[config.mk]
export PLATFORM = sky130hd
export DESIGN_NAME = echo_detector
export DESIGN_NICKNAME = d
export VERILOG_FILES = /design/src/rtl/echo_detector.sv
export SDC_FILE = /design/constraint.sdc
export NUM_CORES = 1
export LEC_CHECK = 0
export BUFFER_PORTS_ARGS = -buffer_cell sky130_fd_sc_hd__buf_2
export CAP_MARGIN = 15
export CORE_UTILIZATION = 35
export DETAILED_ROUTE_END_ITERATION = 10
export PLACE_DENSITY = 0.54
export RECOVER_POWER = 25
export SLEW_MARGIN = 20
export SYNTH_ARGS = -nofsm -noshare
export SYNTH_HDL_FRONTEND = slang
export SYNTH_SLANG_ARGS = --single-unit
[constraint.sdc]
create_clock -name clk -period 9.5 [get_ports clk]
set_input_delay 1.425 -clock clk [delete_from_list [all_inputs] [get_ports clk]]
set_output_delay 1.425 -clock clk [all_outputs]
set_load 0.02 [all_outputs]
[src/rtl/echo_detector.sv]
// echo_detector: finds the first sonar echo after each ping on an 8-bit ADC stream.
// Tracks the idle DC baseline and reports time-of-flight and peak magnitude per listen window.
module echo_detector #(
  parameter int BASELINE_SHIFT = 4,
  parameter int BLANK_SAMPLES = 32,
  parameter int WINDOW_SAMPLES = 1024,
  parameter int TOF_W = 10
) (
  input logic clk,
  input logic reset,
  input logic sampleClk,
  input logic [7:0] sample,
  input logic start,
  input logic [7:0] threshold,
  output logic busy,
  output logic done,
  output logic echoFound,
  output logic [TOF_W-1:0] echoIndex,
  output logic [7:0] echoPeak,
  output logic [7:0] magnitude,
  output logic magValid
);
  localparam int AW = 8 + BASELINE_SHIFT;
  localparam logic [1:0] IDLE = 2'd0, BLANK = 2'd1, LISTEN = 2'd2;
  localparam logic [TOF_W-1:0] BLANK_LAST = TOF_W'(BLANK_SAMPLES - 1);
  localparam logic [TOF_W-1:0] WIN_LAST = TOF_W'(WINDOW_SAMPLES - 1);
  logic [1:0] state;
  logic sclk_q;
  logic [AW-1:0] acc, acc_next;
  logic [TOF_W-1:0] idx;
  logic [7:0] baseline, mag;
  logic [8:0] diff;
  logic ev;
  assign ev = sampleClk & ~sclk_q;
  assign baseline = acc[AW-1:BASELINE_SHIFT];
  assign diff = {1'b0, sample} - {1'b0, baseline};
  assign mag = diff[8] ? 8'(-diff) : diff[7:0];
  // acc stays within AW bits: acc - (acc>>SHIFT) + sample never exceeds 255<<SHIFT plus the fraction
  assign acc_next = acc + AW'(sample) - AW'(baseline);
  assign busy = state != IDLE;
  always_ff @(posedge clk or posedge reset)
    if (reset) begin
      state <= IDLE;
      sclk_q <= 1'b0;
      acc <= AW'(128) << BASELINE_SHIFT;
      idx <= '0;
      done <= 1'b0;
      echoFound <= 1'b0;
      echoIndex <= '0;
      echoPeak <= '0;
      magnitude <= '0;
      magValid <= 1'b0;
    end else begin
      sclk_q <= sampleClk;
      magValid <= ev;
      done <= 1'b0;
      if (ev) magnitude <= mag;
      if (ev && state == IDLE) acc <= acc_next;
      if (state == IDLE) begin
        if (start) begin
          echoFound <= 1'b0;
          echoIndex <= '0;
          echoPeak <= '0;
          idx <= '0;
          state <= (BLANK_SAMPLES == 0) ? LISTEN : BLANK;
        end
      end else if (ev) begin
        idx <= idx + 1'b1;
        if (state == BLANK) begin
          if (idx == BLANK_LAST) state <= LISTEN;
        end else begin
          if (!echoFound && mag > threshold) begin
            echoFound <= 1'b1;
            echoIndex <= idx;
            echoPeak <= mag;
          end else if (echoFound && mag > echoPeak) echoPeak <= mag;
          if (idx == WIN_LAST) begin
            state <= IDLE;
            done <= 1'b1;
          end
        end
      end
    end
endmodule
== Word level (Yosys, flattened, before mapping) ==
Cells that the tools add are included.

* Bits of input ports: 20
* Register bits after elaboration: 54
* Output and inout port bits: 30

* $add $sub $neg: 5
* Muxes and demuxes: 29
* Reductions and logical operators: 14
* Bitwise gates (word level): 2
* Equal/unequal tests: 6
* $lt $le $gt $ge: 2

{| class="wikitable"
|+ Operator list
! cell !! count
|-
| 2-to-1 mux 10 bit || 7
|-
| 2-to-1 mux 8 bit || 7
|-
| greater-than comparator 8 bit || 2
|-
| adder 12 x 8 -> 12 bit || 1
|-
| 2-to-1 mux 2 bit || 6
|-
| AND reduction 4 bit || 3
|-
| subtractor 12 x 8 -> 12 bit || 1
|-
| adder 10 x 1 -> 10 bit, second input constant || 1
|-
| equality test 10 bit, second input constant || 1
|-
| equality test 10 x 5 -> 1 bit, second input constant || 1
|-
| 2-to-1 mux 1 bit || 9
|-
| subtractor 8 x 8 -> 9 bit || 1
|-
| negation 8 bit || 1
|-
| nonzero test 2 bit || 3
|-
| nonzero test 3 bit || 2
|-
| != test 2 bit, second input constant || 2
|-
| logical AND 1 bit || 3
|-
| != test 3 x 2 -> 1 bit, second input constant || 1
|-
| equality test 2 x 1 -> 1 bit, second input constant || 1
|-
| logical NOT 2 bit || 1
|-
| AND reduction 2 bit || 1
|-
| AND 1 bit || 1
|-
| logical NOT 1 bit || 1
|-
| NOT 1 bit || 1
|}

== Logic depth before layout (Yosys ltp) ==
Gate-level depths: netlist of run 1.

* Depth after elaboration: 10
* Depth in mapped cells: 19
* Mapped depth without buffers: 18

== Least setup slack after synthesis of run 1 ==
No wires, ideal clock.

* Path type: in2reg
* Start point: input port sample[0]
* End point: register echoPeak[2]
* Data required time: 9379 ps
* Cell stages on the path: 18
* Arrival: 4622 ps
* Path slack: 4757 ps
* Path through: inv_1 -> ha_1 -> fa_1 -> nand2b_1 -> a21oi_1 -> xor2_1 -> nor3b_1 -> a31oi_4 -> xnor2_1 -> inv_1 -> ha_1 -> nand4_1 -> nor2_1 -> a21o_1 -> a21oi_1 -> a32oi_1 -> buf_2 -> a22o_1

* Longest elaborated chain between the ends: 9
* Elaborated cells between the ends (all ways): 14

{| class="wikitable"
|+ Ends and longest elaborated chain
! what !! RTL line !! source
|-
| start: declaration || 12 || <nowiki>input logic [7:0] sample,</nowiki>
|-
| subtractor 8 x 8 -> 9 bit (*) || 36 || <nowiki>assign diff = {1'b0, sample} - {1'b0, baseline};</nowiki>
|-
| negation 8 bit || 37 || <nowiki>assign mag = diff[8] ? 8'(-diff) : diff[7:0];</nowiki>
|-
| 2-to-1 mux 8 bit (*) || 37 ||
|-
| named net mag[7] || 31 || <nowiki>logic [7:0] baseline, mag;</nowiki>
|-
| greater-than comparator 8 bit || 72 || <nowiki>if (!echoFound && mag > threshold) begin</nowiki>
|-
| logical AND 1 bit || 72 ||
|-
| 2-to-1 mux 8 bit || 72 ||
|-
| 2-to-1 mux 8 bit || 69 || <nowiki>if (state == BLANK) begin</nowiki>
|-
| 2-to-1 mux 8 bit || 67 || <nowiki>end else if (ev) begin</nowiki>
|-
| 2-to-1 mux 8 bit || 59 || <nowiki>if (state == IDLE) begin</nowiki>
|-
| end signal: assignment || 75 || <nowiki>echoPeak <= mag;</nowiki>
|-
| end signal: assignment || 76 || <nowiki>end else if (echoFound && mag > echoPeak) echoPeak <= mag;</nowiki>
|-
| end: declaration || 19 || <nowiki>output logic [7:0] echoPeak,</nowiki>
|}

The timed path passes the listed nets; every way through them passes the cells marked *. The select of a mux whose other input is x is not followed.
A chain may end at the register's enable or synchronous reset.

== Final worst setup path of run 1 ==
* Start point: input port sample[0]
* End point: register echoPeak[4]

Same word-level chain as after synthesis.

==> results.ini, run 1 <==
[outcome]
status = finished, violations left
failing_checks = capacitance limit, slew limit

[placement]
hpwl_mm = 6.22
port-buffer-count = 49
placement.cell_area_sq_um = 4130
place_congestion = 0.886

[yosys]
postSynthCellCount = 424
synth_sequential_area_ratio = 0.363
syn_area_per_cell_sq_um = 8.79
post_synth_num_cell_types = 43
synth-edff-count = 0
post_synth_instance_area_sq_um = 3730
synth_area_leader_cell = sky130_fd_sc_hd__dfrtp_1
ys_warnings = 0
netlist.area_leader.share = 0.356
synth_seq_cells = 54
postSynthNetCount = 491
asyncSetResetFlopFracSynth = 1.00
ys.flop_type = sky130_fd_sc_hd__dfrtp_1
synth.top_cells.by_area = sky130_fd_sc_hd__dfrtp_1 (36%), sky130_fd_sc_hd__ha_1 (13%), sky130_fd_sc_hd__o21ai_0 (6.6%)
synth.top_cells.by_count = sky130_fd_sc_hd__inv_1 (58), sky130_fd_sc_hd__nand2_1 (58), sky130_fd_sc_hd__dfrtp_1 (53), sky130_fd_sc_hd__o21ai_0 (49), sky130_fd_sc_hd__ha_1 (38)

[clock_tree]
clk_pin_slew_ns = 0.11
cts_tree = yes
root_buffer = sky130_fd_sc_hd__clkbuf_8
post_cts_resized = 0
cts-root-to-sink-buffers = 2
latest_clock_arrival_within_the_worst_skew_pair_ns = 0.31
cts_made_buffers = 5
cts_max_level = 2
hold_buffers = 0
cts_setup_buffers = 0
cts_num_sinks = 54

[critical_path]
critical_path_class = input port to flip-flop
start_kind = input port
reg2regPathDepth = 16
critPathMaxFanout = 9
critPathMostFrequentCell = sky130_fd_sc_hd__ha_1
critical-path-max-stage-delay_ns = 0.48
crit-reg2reg-capture = echoPeak[4]$_DFFE_PP0P_
crit_path_cell_trace = buf_2, inv_1, ha_1, fa_1, xor2_1, nand3_1, nor3b_1, nor2_2, xnor2_1, ha_1, a21oi_1, nor2b_1, o21ai_0, o2111ai_1, a32oi_1, buf_4, nor2_1, a22o_1
timing.critical_path.to_type = flip-flop
crit_arrival_ns = 5.45
r2r_slack_ns = 5.03
crit_family = compound AO/OA/AOI/OAI gates
critPathBufInv = 3
timing.critical_path.required_ns = 9.71
crit_path_top_delay_cell = sky130_fd_sc_hd__nor3b_1
r2r_start = acc[4]$_DFFE_PP0P_

[pwr]
power_density_nw_per_um2 = 398
peak_vdd_ir_mv = 0.183
static-leakage-power_nw = 2.13
post-layout-total-power_mw = 1.68

[global_route]
grt_pass1_vias = 2833
wire_length_of_the_first_global_routing_pass_mm = 13.5
grt_util_all_layers = 0.152
grt_max_degree = 55
antenna_found_initial = 0
global_route.overflow_total = 0

[final_layout]
syn2layout_area_growth_pct = 13.3
num-fill-cells = 1042
nNetsFinal = 541
final_design_area_no_fill_sq_um = 4220
multi_input_comb_area_sq_um = 2120
postLayoutCoreUtil = 0.409
ant_cells = 0
drive_above_1_share = 0.158
area_taken_by_flip_flops_and_latches_sq_um = 1350

[timing]
tns_ns = 0
rsz_0062_raised_after_global_routing = false
fin_crit_ns = 5.24
timing.max_slew.rel_slack = -0.965
finalSetupViolCount = 0
worst_pin_slew_ns = 2.95
ratio_of_final_minimum_period_to_clock_period = 0.552
timing.clock.skew_ns = 0.0101
drv_slew = 55
hold_viol = 0
final.hold.worst_slack_ns = 0.481
max_freq_mhz = 191

[min_path]
min_from = echoIndex[6]$_DFFE_PP0P_
min_path_cells = 2
min_delay_worst_endpoint = echoIndex[6]$_DFFE_PP0P_
hp-class = flip-flop to flip-flop

[floorplanning]
die_extent_in_y_um = 105
rows = 37
design.core.area_sq_um = 10300
die_area_sq_um = 11100
total_i_o_pin_count = 50
initial_utilization = 0.361
fp.dieW_um = 105

[drt]
drt_first_pass_iters = 4
ant_nets = 0
finalWirelength_mm = 7.96
detail_route.vias_per_cell = 4.79
dr.first_iter.drc_count = 69
detail_route.wl_per_cell_um = 13.0
drt_drc_violations_left = 0
detailroute.via_count = 2929

[flow_run]
timing.max_cap.violations = 1

[routing by layer]
layer | GRT usage | share of wire | vias to the layer above
li1 | - | - | 1526
met1 | 0.215 | 0.51 | 1342
met4 | 0.0463 | 0.019 | 0
met2 | 0.237 | 0.44 | 50
met5 | 0 | 0 | -
met3 | 0.0260 | 0.029 | 11
[cells by family (layout without fill, tap and decap cells)]
family | after synthesis | count (layout) | synth area share
compound gates | 102 | 102 | 0.172
xor+xnor | 19 | 19 | 0.0446
fa+ha+maj | 47 | 47 | 0.176
buf+inv | 67 | 118 | 0.0681
flops | 54 | 54 | 0.363
mux | 8 | 8 | 0.0235
simple gates | 127 | 127 | 0.153
[power breakdown]
group / switching, mW / total [mW] / internal, mW
registers: 0.0563 / 0.356 / 0.300
clock network: 0.0801 / 0.140 / 0.0602
logic: 0.686 / 1.18 / 0.497
total: 0.822 / 1.68 / 0.857
[flip-flops by register name (all words and copies together), names as in the netlist]
register   count
echoFound      1
echoPeak       8
acc           12
state          2
echoIndex     10
done           1
sclk_q         1
idx           10
magValid       1
magnitude      8
[stage by stage]
stage	std cells	setup WS (ns)
after floorplan	424	4.76
after global placement	603	3.87
after detailed placement	603	3.85
after CTS	611	4.19
after global routing	611	3.84
final	611	4.26
[how the worst max path moves through the flow]
stage / start / end / slack [ns] / cells past startpoint
floorplan: sample[0] / echoPeak[2]$_DFFE_PP0P_ / 4.76 / 18
global placement: sample[0] / echoPeak[2]$_DFFE_PP0P_ / 3.87 / 18
detailed placement: sample[0] / echoPeak[4]$_DFFE_PP0P_ / 3.85 / 18
CTS: sample[0] / echoPeak[4]$_DFFE_PP0P_ / 4.19 / 18
global route: sample[0] / echoPeak[3]$_DFFE_PP0P_ / 3.84 / 18
finish: sample[0] / echoPeak[4]$_DFFE_PP0P_ / 4.26 / 18
[tightest hold or removal path, stage by stage (launching register included)]
cell                      delay [ns]
sky130_fd_sc_hd__dfrtp_1        0.35
sky130_fd_sc_hd__nand2_1        0.04
sky130_fd_sc_hd__o21ai_0        0.05
[layout make-up]
cell class	count	share of cell area
clock buffer	6	0.0196
clock inverter	2	0.00415
timing repair buffer	51	0.0607
multi-input combinational	303	0.503
inverter	59	0.0524
sequential	54	0.320
tap	136	0.0403
[cell usage in the layout (no fill, tap or decap), types with 2 or more instances in the layout]
cell	Yosys	routed
sky130_fd_sc_hd__nand4_1	3	3
sky130_fd_sc_hd__nor2b_1	4	4
sky130_fd_sc_hd__a21o_1	8	8
sky130_fd_sc_hd__nand2_1	58	58
sky130_fd_sc_hd__nor3_1	6	6
sky130_fd_sc_hd__o31ai_1	6	6
sky130_fd_sc_hd__nand2b_1	6	6
sky130_fd_sc_hd__a211oi_1	3	3
sky130_fd_sc_hd__o21a_1	3	3
sky130_fd_sc_hd__mux2_2	6	6
sky130_fd_sc_hd__o21ai_0	49	49
sky130_fd_sc_hd__a31oi_1	3	3
sky130_fd_sc_hd__nand3_1	12	12
sky130_fd_sc_hd__ha_1	38	38
sky130_fd_sc_hd__fa_1	9	9
sky130_fd_sc_hd__and3_1	5	5
sky130_fd_sc_hd__clkbuf_8	0	6
sky130_fd_sc_hd__dfrtp_1	53	53
sky130_fd_sc_hd__a21oi_1	15	15
sky130_fd_sc_hd__nor2_1	24	24
sky130_fd_sc_hd__nor2_2	4	4
sky130_fd_sc_hd__xor2_1	10	10
sky130_fd_sc_hd__inv_1	58	58
sky130_fd_sc_hd__a22o_1	5	5
sky130_fd_sc_hd__clkinv_4	0	2
sky130_fd_sc_hd__xnor2_1	9	9
sky130_fd_sc_hd__mux2i_1	2	2
sky130_fd_sc_hd__o21bai_1	2	2
sky130_fd_sc_hd__buf_2	2	49
(Power assumes the default switching activity.)
==> run 2: changes to the inputs <==
--- a/config.mk
+++ b/config.mk
@@ -5,6 +5,7 @@
 export SDC_FILE = /design/constraint.sdc
 export NUM_CORES = 1
 export LEC_CHECK = 0
+export ABC_AREA = 1
 export BUFFER_PORTS_ARGS = -buffer_cell sky130_fd_sc_hd__buf_2
 export CAP_MARGIN = 15
 export CORE_UTILIZATION = 35
==> constraint.sdc (replaced) <==
create_clock -name clk -period 5.32 [get_ports clk]
set_input_delay 0.798 -clock clk [delete_from_list [all_inputs] [get_ports clk]]
set_output_delay 0.798 -clock clk [all_outputs]
set_load 0.02 [all_outputs]
==> run 2 against run 1 <==
  * The flow still finishes with violations (capacitance limit, slew limit)
  * First-iteration DRC count is 42% higher
  * Count of clock-buffer cells in the layout is the same
  * Setup slack worse by 2.9 ns
  * Critical path type unchanged
==> results.ini, run 2 <==
[critical_path]
crit_path_cell_trace = buf_2, ha_1, nand3_1, nand2_2, a21oi_2, o21ai_1, o21ai_1, inv_1, ha_1, nand2_1, inv_1, nand2_1, nand2_1, nand2_1, nand2_1, nand2_1, nand2_1, nand2_1, nand2_1, inv_1, nand2_1, o21ai_1
r2r_start = acc[9]$_DFFE_PP0P_
crit_arrival_ns = 4.14  ; -1.31 ns
timing.critical_path.required_ns = 5.54  ; -4.17 ns
crit_path_top_delay_cell = sky130_fd_sc_hd__a21oi_2
r2r_slack_ns = 1.52  ; -3.51 ns
start_kind = input port
crit-reg2reg-capture = echoPeak[2]$_DFFE_PP0P_
critical-path-max-stage-delay_ns = 0.45  ; -0.03 ns
critPathMostFrequentCell = sky130_fd_sc_hd__nand2_1
reg2regPathDepth = 22  ; +6
timing.critical_path.to_type = flip-flop
critical_path_class = input port to flip-flop
critPathMaxFanout = 13  ; +4

[yosys]
ys_warnings = 0  ; unchanged
synth-edff-count = 0  ; unchanged
postSynthCellCount = 548  ; +29%
postSynthNetCount = 615  ; +25%
ys.flop_type = sky130_fd_sc_hd__dfrtp_1
library_cell_with_the_highest_instance_count_after_synthesis = sky130_fd_sc_hd__nand2_1
syn_area_per_cell_sq_um = 7.48  ; -15%
asyncSetResetFlopFracSynth = 1.00  ; unchanged
synth_seq_cells = 54  ; unchanged
netlist.area_leader.share = 0.324  ; -0.0319
post_synth_num_cell_types = 37  ; -14%
synth.top_cells.by_count = sky130_fd_sc_hd__nand2_1 (131), sky130_fd_sc_hd__inv_1 (108), sky130_fd_sc_hd__dfrtp_1 (53), sky130_fd_sc_hd__o21ai_0 (43), sky130_fd_sc_hd__ha_1 (38)
post_synth_instance_area_sq_um = 4100  ; +9.9%
synth.top_cells.by_area = sky130_fd_sc_hd__dfrtp_1 (32%), sky130_fd_sc_hd__nand2_1 (12%), sky130_fd_sc_hd__ha_1 (12%)
synth_area_leader_cell = sky130_fd_sc_hd__dfrtp_1
synth_sequential_area_ratio = 0.330  ; -0.0326

[min_path]
min_delay_worst_endpoint = magnitude[6]$_DFFE_PP0P_
min_path_cells = 2  ; unchanged
hp-class = flip-flop to flip-flop
min_from = magnitude[6]$_DFFE_PP0P_

[clock_tree]
post_cts_resized = 0  ; unchanged
root_buffer = sky130_fd_sc_hd__clkbuf_16
cts_max_level = 2  ; unchanged
cts_made_buffers = 5  ; unchanged
cts_num_sinks = 54  ; unchanged
cts_tree = yes
hold_buffers = 0  ; unchanged
latest_clock_arrival_within_the_worst_skew_pair_ns = 0.30  ; about the same
clk_pin_slew_ns = 0.07  ; -0.04 ns
cts-root-to-sink-buffers = 2  ; unchanged
cts_setup_buffers = 0  ; unchanged

[floorplanning]
rows = 39  ; +5.4%
die_area_sq_um = 12100  ; +9.7%
fp.dieW_um = 110  ; +4.7%
total_i_o_pin_count = 50  ; unchanged
initial_utilization = 0.359  ; -0.00241
design.core.area_sq_um = 11400  ; +11%
die_extent_in_y_um = 110  ; +4.7%

[timing]
hold_viol = 0  ; unchanged
timing.clock.skew_ns = 0.00862  ; -0.00146 ns
fin_crit_ns = 3.92
drv_slew = 55  ; unchanged
worst_pin_slew_ns = 3.02  ; +0.0746 ns
final.hold.worst_slack_ns = 0.485  ; +0.00379 ns
tns_ns = 0  ; unchanged
max_freq_mhz = 255
rsz_0062_raised_after_global_routing = false
ratio_of_final_minimum_period_to_clock_period = 0.738
finalSetupViolCount = 0  ; unchanged
timing.max_slew.rel_slack = -1.01  ; -0.0497

[final_layout]
num-fill-cells = 1181  ; +13%
ant_cells = 0  ; unchanged
largest_reg_flops = 12  ; unchanged
biggestRegsByFlops = acc x12, echoIndex x10, idx x10
max_flop_register = acc
layout.cells.most_common_list = sky130_fd_sc_hd__nand2_1 (132), sky130_fd_sc_hd__inv_1 (108), sky130_fd_sc_hd__dfrtp_1 (53), sky130_fd_sc_hd__buf_2 (48), sky130_fd_sc_hd__o21ai_0 (43)
drive_above_1_share = 0.160  ; +0.00237
layout.cells.most_common = sky130_fd_sc_hd__nand2_1
syn2layout_area_growth_pct = 13.5
nNetsFinal = 665  ; +23%

[outcome]
failing_checks = capacitance limit, slew limit
status = finished, violations left

[drt]
drt_first_pass_iters = 8  ; +4
detail_route.wl_per_cell_um = 13.0  ; -0.56%
drt_drc_violations_left = 0  ; unchanged
detailroute.via_count = 3523  ; +20%
dr.first_iter.drc_count = 98  ; +42%
finalWirelength_mm = 9.62  ; +21%
detail_route.vias_per_cell = 4.75  ; -0.96%
ant_nets = 0  ; unchanged

[global_route]
grt_max_degree = 55  ; unchanged
grt_util_all_layers = 0.169  ; +0.0174
grt_pass1_vias = 3428  ; +21%
global_route.overflow_total = 0  ; unchanged
antenna_found_initial = 0  ; unchanged
wire_length_of_the_first_global_routing_pass_mm = 16.0  ; +18%

[flow_run]
timing.max_cap.violations = 1  ; unchanged

[placement]
place_congestion = 0.835  ; -5.7%
hpwl_mm = 7.83  ; +26%
port-buffer-count = 49  ; unchanged

[run 2: cell type report]
type,count,area [sq um],share of cell area
Timing Repair Buffer,51,255,0.0549
Clock inverter,2,38.8,0.00834
Inverter,113,424,0.0912
Clock buffer,6,139,0.0299
Multi-Input combinational cell,373,2260,0.486
Sequential cell,54,1350,0.291
Tap cell,143,179,0.0385
[run 2: per-stage QoR]
| step | instances | util | cell area (sq um) | setup WS [ns] |
|---|---|---|---|---|
| floorplan | 548 | - | 4100 | 1.87 |
| CTS | 742 | 0.408 | 4660 | 1.38 |
| global route | 742 | 0.407 | 4650 | 0.966 |
| detailed placement | 734 | 0.392 | 4480 | 1.07 |
| finish | 742 | 0.407 | 4650 | 1.40 |
| global placement | 734 | 0.392 | 4480 | 1.15 |
[run 2: per-layer routing]
metal	share of wire	vias to the layer above	track usage
li1	-	1836	-
met1	0.48	1628	0.217
met2	0.48	49	0.300
met3	0.026	10	0.0229
met4	0.013	0	0.0432
met5	0	-	0
[run 2: worst max path at each step]
stage,startpoint,end,slack (ns),cells after the start
floorplan,sample[0],echoFound$_DFFE_PP0P_,1.87,23
global placement,sample[3],echoFound$_DFFE_PP0P_,1.15,21
detailed placement,sample[0],echoFound$_DFFE_PP0P_,1.07,24
CTS,sample[0],echoPeak[3]$_DFFE_PP0P_,1.38,25
global route,sample[0],echoFound$_DFFE_PP0P_,0.97,24
finish,sample[2],echoPeak[2]$_DFFE_PP0P_,1.40,22
[run 2: cells by family after synthesis]
kind of cell             count (synthesis)  share of synthesized area
flip-flops                              54                      0.330
adder cells (fa/ha/maj)                 47                      0.160
AO/OA/AOI/OAI                           97                      0.131
AND/OR/NAND/NOR                        222                      0.244
XOR/XNOR                                 7                     0.0168
buffers and inverters                  121                      0.117
[run 2: worst max-delay path, delay by kind of cell]
kind	cells	cell delay, ns
buf+inv	4	0.51
fa+ha+maj	2	0.72
simple gates	12	1.23
compound gates	4	0.86
Power of run 2 is left out: the tool's default activity adds up to more than one toggle a clock period on the data nets, which glitch-free logic cannot reach.
